$ cat src/rtl/accel_pkg.sv
// accel_pkg: shared states, opcodes, bus IDs and command-word layout for accel_cmd_fsm
package accel_pkg;

    localparam int ID_W = 2;

    localparam logic [ID_W-1:0] MEM_ID = 2'b00;

    localparam logic [1:0] OP_RD   = 2'b01;
    localparam logic [1:0] OP_WR   = 2'b10;
    localparam logic [1:0] OP_EXEC = 2'b11;

    // Bit offsets of the low command fields; the address sits above F_ADDR
    localparam int F_OPC  = 0;
    localparam int F_SRC  = 2;
    localparam int F_DST  = 4;
    localparam int F_RSV  = 6;
    localparam int F_MODE = 7;
    localparam int F_ADDR = 8;

    typedef enum logic [2:0] {
        S_IDLE,
        S_RD_REQ,
        S_RD_WAIT,
        S_OP_REQ,
        S_OP_WAIT,
        S_WR_REQ,
        S_WR_WAIT,
        S_DONE
    } state_t;

    // Builds the address-independent low byte of a bus command
    function automatic logic [F_ADDR-1:0] cmd_fields(
        input logic            mode,
        input logic [ID_W-1:0] dst,
        input logic [ID_W-1:0] src,
        input logic [1:0]      opc
    );
        logic [F_ADDR-1:0] f;
        f              = '0;
        f[F_OPC +: 2]  = opc;
        f[F_SRC +: 2]  = src;
        f[F_DST +: 2]  = dst;
        f[F_RSV]       = 1'b0;
        f[F_MODE]      = mode;
        return f;
    endfunction

endpackage

$ cat src/rtl/ack_watchdog.sv
// ack_watchdog: counts enabled cycles and flags the cycle in which the count reaches all-ones
module ack_watchdog #(
    parameter int W = 8
) (
    input  logic clk,
    input  logic rst,
    input  logic en,
    output logic expire
);

    logic [W-1:0] cnt;

    // Count while enabled; any gap in enable restarts from zero
    always_ff @(posedge clk) begin
        cnt <= (rst || !en) ? '0 : cnt + 1'b1;
    end

    assign expire = en && (&(cnt + W'(1)));

endmodule

$ cat src/rtl/accel_cmd_fsm.sv
// accel_cmd_fsm: per-request read/op/write command sequencer; CMD_TIMEOUT_EN adds an ack watchdog
module accel_cmd_fsm
    import accel_pkg::*;
#(
    parameter int          ADDRW     = 24,
    parameter logic [1:0]  ACCEL_ID  = 2'b01,
    parameter int          NUM_SRC   = 2,
    parameter int          TIMEOUT_W = 8,
    localparam int         SW        = (NUM_SRC > 1) ? $clog2(NUM_SRC) : 1,
    localparam int         REQW      = 1 + SW + (NUM_SRC + 1) * ADDRW
) (
    input  logic              clk,
    input  logic              rst,
    input  logic              req_valid,
    input  logic [REQW-1:0]   req_data,
    output logic              ready_req_out,
    output logic              arb_req,
    input  logic              arb_grant,
    input  logic [2:0]        ack_in,
    output logic [ADDRW+7:0]  data_out,
    input  logic              comq_ready_in,
    output logic              valid_compq_out,
    output logic [ADDRW-1:0]  compq_data_out,
    output logic              compq_err_out
);

    localparam logic [SW:0] NSRC_MAX = (SW + 1)'(NUM_SRC - 1);

    state_t                   state;
    logic [ADDRW-1:0]         dest;
    logic [NUM_SRC*ADDRW-1:0] srcs;
    logic [SW-1:0]            nsrc;
    logic [SW-1:0]            idx;
    logic                     mode;
    logic                     err;
    logic                     wd_expire;

    logic [SW-1:0] nsrc_in;
    logic [SW-1:0] nsrc_cap;
    logic          ack_mem;
    logic          ack_acc;

    assign nsrc_in  = req_data[(NUM_SRC+1)*ADDRW +: SW];
    assign nsrc_cap = ({1'b0, nsrc_in} > NSRC_MAX) ? NSRC_MAX[SW-1:0] : nsrc_in;
    assign ack_mem  = ack_in == {1'b1, MEM_ID};
    assign ack_acc  = ack_in == {1'b1, ACCEL_ID};

`ifdef CMD_TIMEOUT_EN
    logic wd_en;

    assign wd_en = ((state == S_RD_WAIT || state == S_WR_WAIT) && !ack_mem) ||
                   (state == S_OP_WAIT && !ack_acc);

    ack_watchdog #(.W(TIMEOUT_W)) u_wd (
        .clk    (clk),
        .rst    (rst),
        .en     (wd_en),
        .expire (wd_expire)
    );
`else
    // Without the watchdog a wait never expires; TIMEOUT_W stays so both builds share one parameter list
    assign wd_expire = (TIMEOUT_W == 0);
`endif

    // Sequencer: accept, read each source, issue the op, write back, post completion
    always_ff @(posedge clk) begin
        if (rst) begin
            state <= S_IDLE;
            dest  <= '0;
            srcs  <= '0;
            nsrc  <= '0;
            idx   <= '0;
            mode  <= 1'b0;
            err   <= 1'b0;
        end else begin
            case (state)
                S_IDLE: if (req_valid) begin
                    dest  <= req_data[ADDRW-1:0];
                    srcs  <= req_data[ADDRW +: NUM_SRC*ADDRW];
                    nsrc  <= nsrc_cap;
                    mode  <= req_data[REQW-1];
                    idx   <= '0;
                    err   <= 1'b0;
                    state <= S_RD_REQ;
                end
                S_RD_REQ: if (arb_grant) state <= S_RD_WAIT;
                S_RD_WAIT: if (ack_mem) begin
                    if (idx != nsrc) idx <= idx + 1'b1;
                    state <= (idx == nsrc) ? S_OP_REQ : S_RD_REQ;
                end else if (wd_expire) begin
                    err   <= 1'b1;
                    state <= S_DONE;
                end
                S_OP_REQ: if (arb_grant) state <= S_OP_WAIT;
                S_OP_WAIT: if (ack_acc) begin
                    state <= S_WR_REQ;
                end else if (wd_expire) begin
                    err   <= 1'b1;
                    state <= S_DONE;
                end
                S_WR_REQ: if (arb_grant) state <= S_WR_WAIT;
                S_WR_WAIT: if (ack_mem) begin
                    state <= S_DONE;
                end else if (wd_expire) begin
                    err   <= 1'b1;
                    state <= S_DONE;
                end
                S_DONE: if (comq_ready_in) state <= S_IDLE;
                default: state <= S_IDLE;
            endcase
        end
    end

    logic [ADDRW+7:0] rd_cmd;
    logic [ADDRW+7:0] op_cmd;
    logic [ADDRW+7:0] wr_cmd;
    logic             in_rd;
    logic             in_op;
    logic             in_wr;

    assign rd_cmd = {srcs[int'(idx)*ADDRW +: ADDRW], cmd_fields(1'b0, ACCEL_ID, MEM_ID, OP_RD)};
    assign op_cmd = {{ADDRW{1'b0}}, cmd_fields(mode, ACCEL_ID, ACCEL_ID, OP_EXEC)};
    assign wr_cmd = {dest, cmd_fields(1'b0, MEM_ID, ACCEL_ID, OP_WR)};

    assign in_rd = state == S_RD_REQ || state == S_RD_WAIT;
    assign in_op = state == S_OP_REQ || state == S_OP_WAIT;
    assign in_wr = state == S_WR_REQ || state == S_WR_WAIT;

    // Output decode straight from state and captured request
    always_comb begin
        ready_req_out   = state == S_IDLE;
        arb_req         = state == S_RD_REQ || state == S_OP_REQ || state == S_WR_REQ;
        data_out        = in_rd ? rd_cmd : in_op ? op_cmd : in_wr ? wr_cmd : '0;
        valid_compq_out = state == S_DONE;
        compq_data_out  = (state == S_DONE) ? dest : '0;
        compq_err_out   = (state == S_DONE) && err;
    end

endmodule

$ cat config.mk
export PLATFORM = sky130hd
export DESIGN_NAME = accel_cmd_fsm
export DESIGN_NICKNAME = d
export VERILOG_FILES = /design/src/rtl/accel_pkg.sv /design/src/rtl/ack_watchdog.sv /design/src/rtl/accel_cmd_fsm.sv
export SDC_FILE = /design/constraint.sdc
export NUM_CORES = 1
export LEC_CHECK = 0
export BUFFER_PORTS_ARGS = -buffer_cell sky130_fd_sc_hd__buf_4
export CORE_UTILIZATION = 30
export CTS_CLUSTER_SIZE = 20
export DETAILED_ROUTE_END_ITERATION = 7
export PLACE_DENSITY = 0.61
export SLEW_MARGIN = 20
export SYNTH_ARGS = -nofsm -noshare
export SYNTH_HDL_FRONTEND = slang
export SYNTH_SLANG_ARGS = --single-unit
export TNS_END_PERCENT = 10
$ cat constraint.sdc
create_clock -name clk -period 3.7 [get_ports clk]
set_clock_uncertainty 0.2 [all_clocks]
set_input_delay 0.185 -clock clk [delete_from_list [all_inputs] [get_ports clk]]
set_output_delay 0.185 -clock clk [all_outputs]
set_load 0.005 [all_outputs]
-- Word level (Yosys, flattened, before mapping)
Index checks and enable logic that the tools add are counted.
- add/subtract/negate cells: 1
- multiply operators: 1
- eq/ne operators: 20
- shift operators: 1
- multiplexer cells: 18
- reduce and logical (&&, ||, !) cells: 10
- operators by type and width (operator ; count):
    2-to-1 mux 32 bit ; 3
    variable part select 48 x 7 -> 24 bit ; 1
    2-to-1 mux 24 bit ; 1
    2-to-1 mux 3 bit ; 8
    one-hot mux 3 bit (8 select lines) ; 1
    equality test 3 bit (second input constant) ; 6
    != test 2 bit (second input constant) ; 9
    AND reduction 8 bit ; 1
    equality test 3 x 2 -> 1 bit (second input constant) ; 2
    logical OR 1 bit ; 5
    AND reduction 4 bit ; 1
    equality test 3 x 1 -> 1 bit (second input constant) ; 1
    zero test 3 bit ; 1
    multiplier 1 x 2 -> 3 bit (second input constant) ; 1
    2-to-1 mux 1 bit ; 3
    2-to-1 mux 2 bit ; 1
    one-hot mux 1 bit (2 select lines) ; 1
    AND reduction 2 bit ; 1
    nonzero test 2 bit ; 1
    adder 1 bit (second input constant) ; 1
    equality test 1 bit ; 1
    != test 1 bit ; 1
- bits in registers: 78
- bits of input ports: 82
- output and inout bits: 60
- logic and storage cells: 57

-- Longest topological paths before layout
- depth after elaboration: 5
- mapped depth: 7
- mapped depth without buffers: 4

-- Worst setup path before layout
No wires, ideal clock.
- path kind: reg2out
- from: reg state[1]
- to: out data_out[11]
- data arrival time: 1347 ps
- required time: 3315 ps
- setup slack: 1968 ps
- stages on the path, launching flop included: 8
- path buffers: 3
- cell sequence: dfxtp_1 -> clkbuf_8 -> xor2_1 -> and2_1 -> clkbuf_1 -> clkbuf_1 -> nand2_1 -> o21ai_0
- cells in the longest elaborated chain, start to end: 5
- elaborated cells on any way between the ends: 12
- classes of those cells: eq/ne (6); mux (3); reduce/logical (3)
- ends and longest elaborated chain (what ; line ; text):
    from (decl) ; accel_cmd_fsm.sv:29 ; state_t state;
    from (signal assigned) ; accel_cmd_fsm.sv:89 ; state <= (idx == nsrc) ? S_OP_REQ : S_RD_REQ;
    equality test 3 bit ; accel_cmd_fsm.sv:127 ; assign in_wr = state == S_WR_REQ || state == S_WR_WAIT;
    logical OR 1 bit ; accel_cmd_fsm.sv:127 ;
    2-to-1 mux 32 bit (2 in a row) ; accel_cmd_fsm.sv:133 ; data_out = in_rd ? rd_cmd : in_op ? op_cmd : in_wr ? wr_cmd : '0;
    2-to-1 mux 32 bit (*) ; accel_cmd_fsm.sv:133 ;
    to (decl) ; accel_cmd_fsm.sv:20 ; output logic [ADDRW+7:0] data_out,
Every way passes the cells marked *; elsewhere a longest branch is shown, timed or not.

-- Final worst setup path
- from: reg state[1]
- to: out data_out[8]
The elaborated chain is that of the path after synthesis.

==> results.toml <==
[status]
status = "finished clean"

[grt]
use_met1_pct = 20.4
grt_max_degree = 80
busiest_layer = "met2"
grt_overflow = 0
grt_pass1_wl_um = 17600
grt_pass1_vias = 3689
use_met2_pct = 32.6
grt_antenna_before_repair = 0
use_met3_pct = 3.62
gr-usage-all-layers_pct = 17.6

[cells_and_area]
diodes = 0
drive_above_1_share_pct = 23.7
nets = 749
area_delta_synth_final_pct = 54.4
final_area_um2 = 5650
filler_cell_count = 1125

[critical_path]
crit_type = "reg2out"
cp-end-kind = "output port"
crit_start = "state[1]$_SDFFE_PP0P_"
cpPeakStageDelay_ns = 0.83
path_max_fanout = 24
worst_ep_required_time_ns = 3.31
startpoint_type = "flop"
cp_cell_sequence = "xor2_1 -> and2_1 -> nand2_1 -> o21ai_0 -> buf_4"
slowest_stage = "and2_1"
worst_ep_arrival_time_ns = 2.55
r2r-start = "state[1]$_SDFFE_PP0P_"

[clock_network]
htreeDepth = 3
cts_root_buffer = "clkbuf_16"
cts_tree = "yes"
clock_path_buffers = 2
clock_latency_ns = 0.33
cts_sinks = 78
cts_inserted_buffers = 9
cts.clk_slew.worst_paths_ns = 0.07

[floorplanning]
fp.dieH_um = 112
ios = 142
die-area_um2 = 12700
die_w_um = 112
start_util_pct = 31.4
core_area_um2 = 11700
num_rows = 39

[pwr]
power_switching_w = 0.000996
power_w = 0.00282
p_seq_share_pct = 38.7
p_int_w = 0.00183
p_leak_nw = 2.33
worst_ir_drop_vdd_uv = 259
comb_power_share_pct = 30.2
p_per_area_nw_per_um2 = 499
switching_share_pct = 35.3
pwr-share-clk_pct = 31.2

[yosys]
synth_area_leader_cell = "dfxtp_1"
synth_edf_count = 0
synth-seq-area-share_pct = 42.6
ys.flop_type = "dfxtp_1"
yosys.area_share.adder_pct = 0
synth_area_um2 = 3660
synth_top_family_by_area = "simple AND/OR/NAND/NOR gates"
yosys.area_share.simple_pct = 25.4
synth_most_common_cell = "nand2_1"
synth_seq_cells = 78
synth_area_leaders = "dfxtp_1 (43%), nand2_1 (18%), a21oi_1 (11%), mux2i_1 (6.6%), and2_1 (4.4%)"
muxShareOfSynthArea_pct = 6.56
synth_commonest_cells = "nand2_1 (174), a21oi_1 (78), dfxtp_1 (78)"
synth_top_area_share_pct = 42.6
synth-compound-area-share_pct = 15.8
synth_cells = 484
synthArstFlopShare_pct = 0
ys_types = 32
syn_area_per_cell_um2 = 7.57
yosys_warnings = 0
synth_xor_area_share_pct = 0.957

[sta]
setup_ws_ns = 0.765
timing_max_transition_violations_final = 0
maxSlewHeadroom_pct = 31.2
tns_ns = 0
finalSetupViolCount = 0
whs_ns = 0.0122
rsz0062_at_grt = "no"
final_hold_viol_count = 0
layout_min_cycle_time_ns = 2.93
fmax_mhz = 341
min_period_over_period_pct = 79.3
worst_slew_pin_slew_ns = 1.03

[routing]
routed_wirelength_um = 11100
vias = 3840
viasPerCell = 4.71
postRouteAntennaNets = 0
drc = 0
drt_iter0_drc = 195
wl_per_cell_um = 13.7
drtPass1Iterations = 5

[placed_design]
post_dp_cell_area_um2 = 4600
port_buffers = 137
dp_slack_ns = 1.10
dpl.hpwl_um = 7080
finalWeightedCongestion = 0.786

[run]
drv_cap = 0

[worst_hold_path]
hp-start = "arb_grant"
hp-class = "in2reg"
## state kept, by name (all words and copies together) (netlist names)
signal  cells
mode        1
dest       24
state       3
idx         1
nsrc        1
srcs       48
## cell type report
class	instances	area (um2)	share of cell area (%)
sequential	78	1560	27.6
timing repair buffer	214	1810	32.0
clock buffer	9	225	3.98
multi-input combinational	363	1800	31.9
tap	143	179	3.16
clock inverter	7	73.8	1.31
inverter	1	3.75	0.0664
## layer usage
metal,vias to the layer above,part of all wire (%)
met1,1777,43
li1,1944,-
met2,111,52
met5,-,0
met3,8,4.4
met4,0,0.84
## power by group through the flow
| stage | sequential [W] | clock (W) | combinational [W] |
|---|---|---|---|
| 2_1_floorplan | 0.00106 | 0 | 0.000604 |
| 3_3_place_gp | 0.00110 | 0 | 0.000778 |
| 3_5_place_dp | 0.00111 | 0 | 0.000790 |
| 4_1_cts | 0.00109 | 0.000902 | 0.000855 |
| 5_1_grt | 0.00111 | 0.000937 | 0.000951 |
| 6_report | 0.00109 | 0.000880 | 0.000852 |
## through the flow
step	cells	utilization (%)
final	815	48.5
after CTS	815	48.5
after floorplan	487	-
after detailed placement	724	39.5
after global placement	724	39.5
after global routing	815	48.5
## what timing repair did
item / CTS / global route
hold buffers: 75 / 0
endpoints found under the setup margin: 0 / 0
endpoints found under the hold margin: 75 / 0
gates resized for setup: 0 / 0
setup buffers: 0 / 0
## worst max-delay path: cells and delay by family, from the launching register on
kind | cells | cell delay [ns]
compound gates | 1 | 0.16
flops | 1 | 0.67
xor+xnor | 1 | 0.21
buf+inv | 1 | 0.17
simple gates | 2 | 0.98
## worst paths after layout
path                            cells past startpoint                    end  slack (ns)
worst max-delay path                                5            data_out[8]        0.77
worst min register to register                      2  srcs[21]$_SDFFE_PP0P_        0.25
worst min-delay path                                3  state[1]$_SDFFE_PP0P_        0.01
worst max register to register                      5  dest[23]$_SDFFE_PP0P_        1.28
## cell families (layout without fill, tap and decap cells)
family	after synthesis	after routing
mux	24	24
flops	78	78
compound gates	112	112
simple gates	219	219
buf+inv	46	231
xor+xnor	4	4
other cells	1	4
## placed cells by master, fill, tap and decap left out, types with 2 or more instances in the layout
cell	instances
nand2_1	173
buf_4	138
a21oi_1	78
dfxtp_1	77
dlygate4sd3_1	75
o21ai_0	27
and2_1	25
mux2i_1	24
clkbuf_16	9
nor2_1	5
conb_1	4
inv_6	4
nor3b_1	3
o21a_1	3
xnor2_1	3
nand2b_1	2
nor4_1	2
inv_8	2
Power figures use the tool's default switching activity.
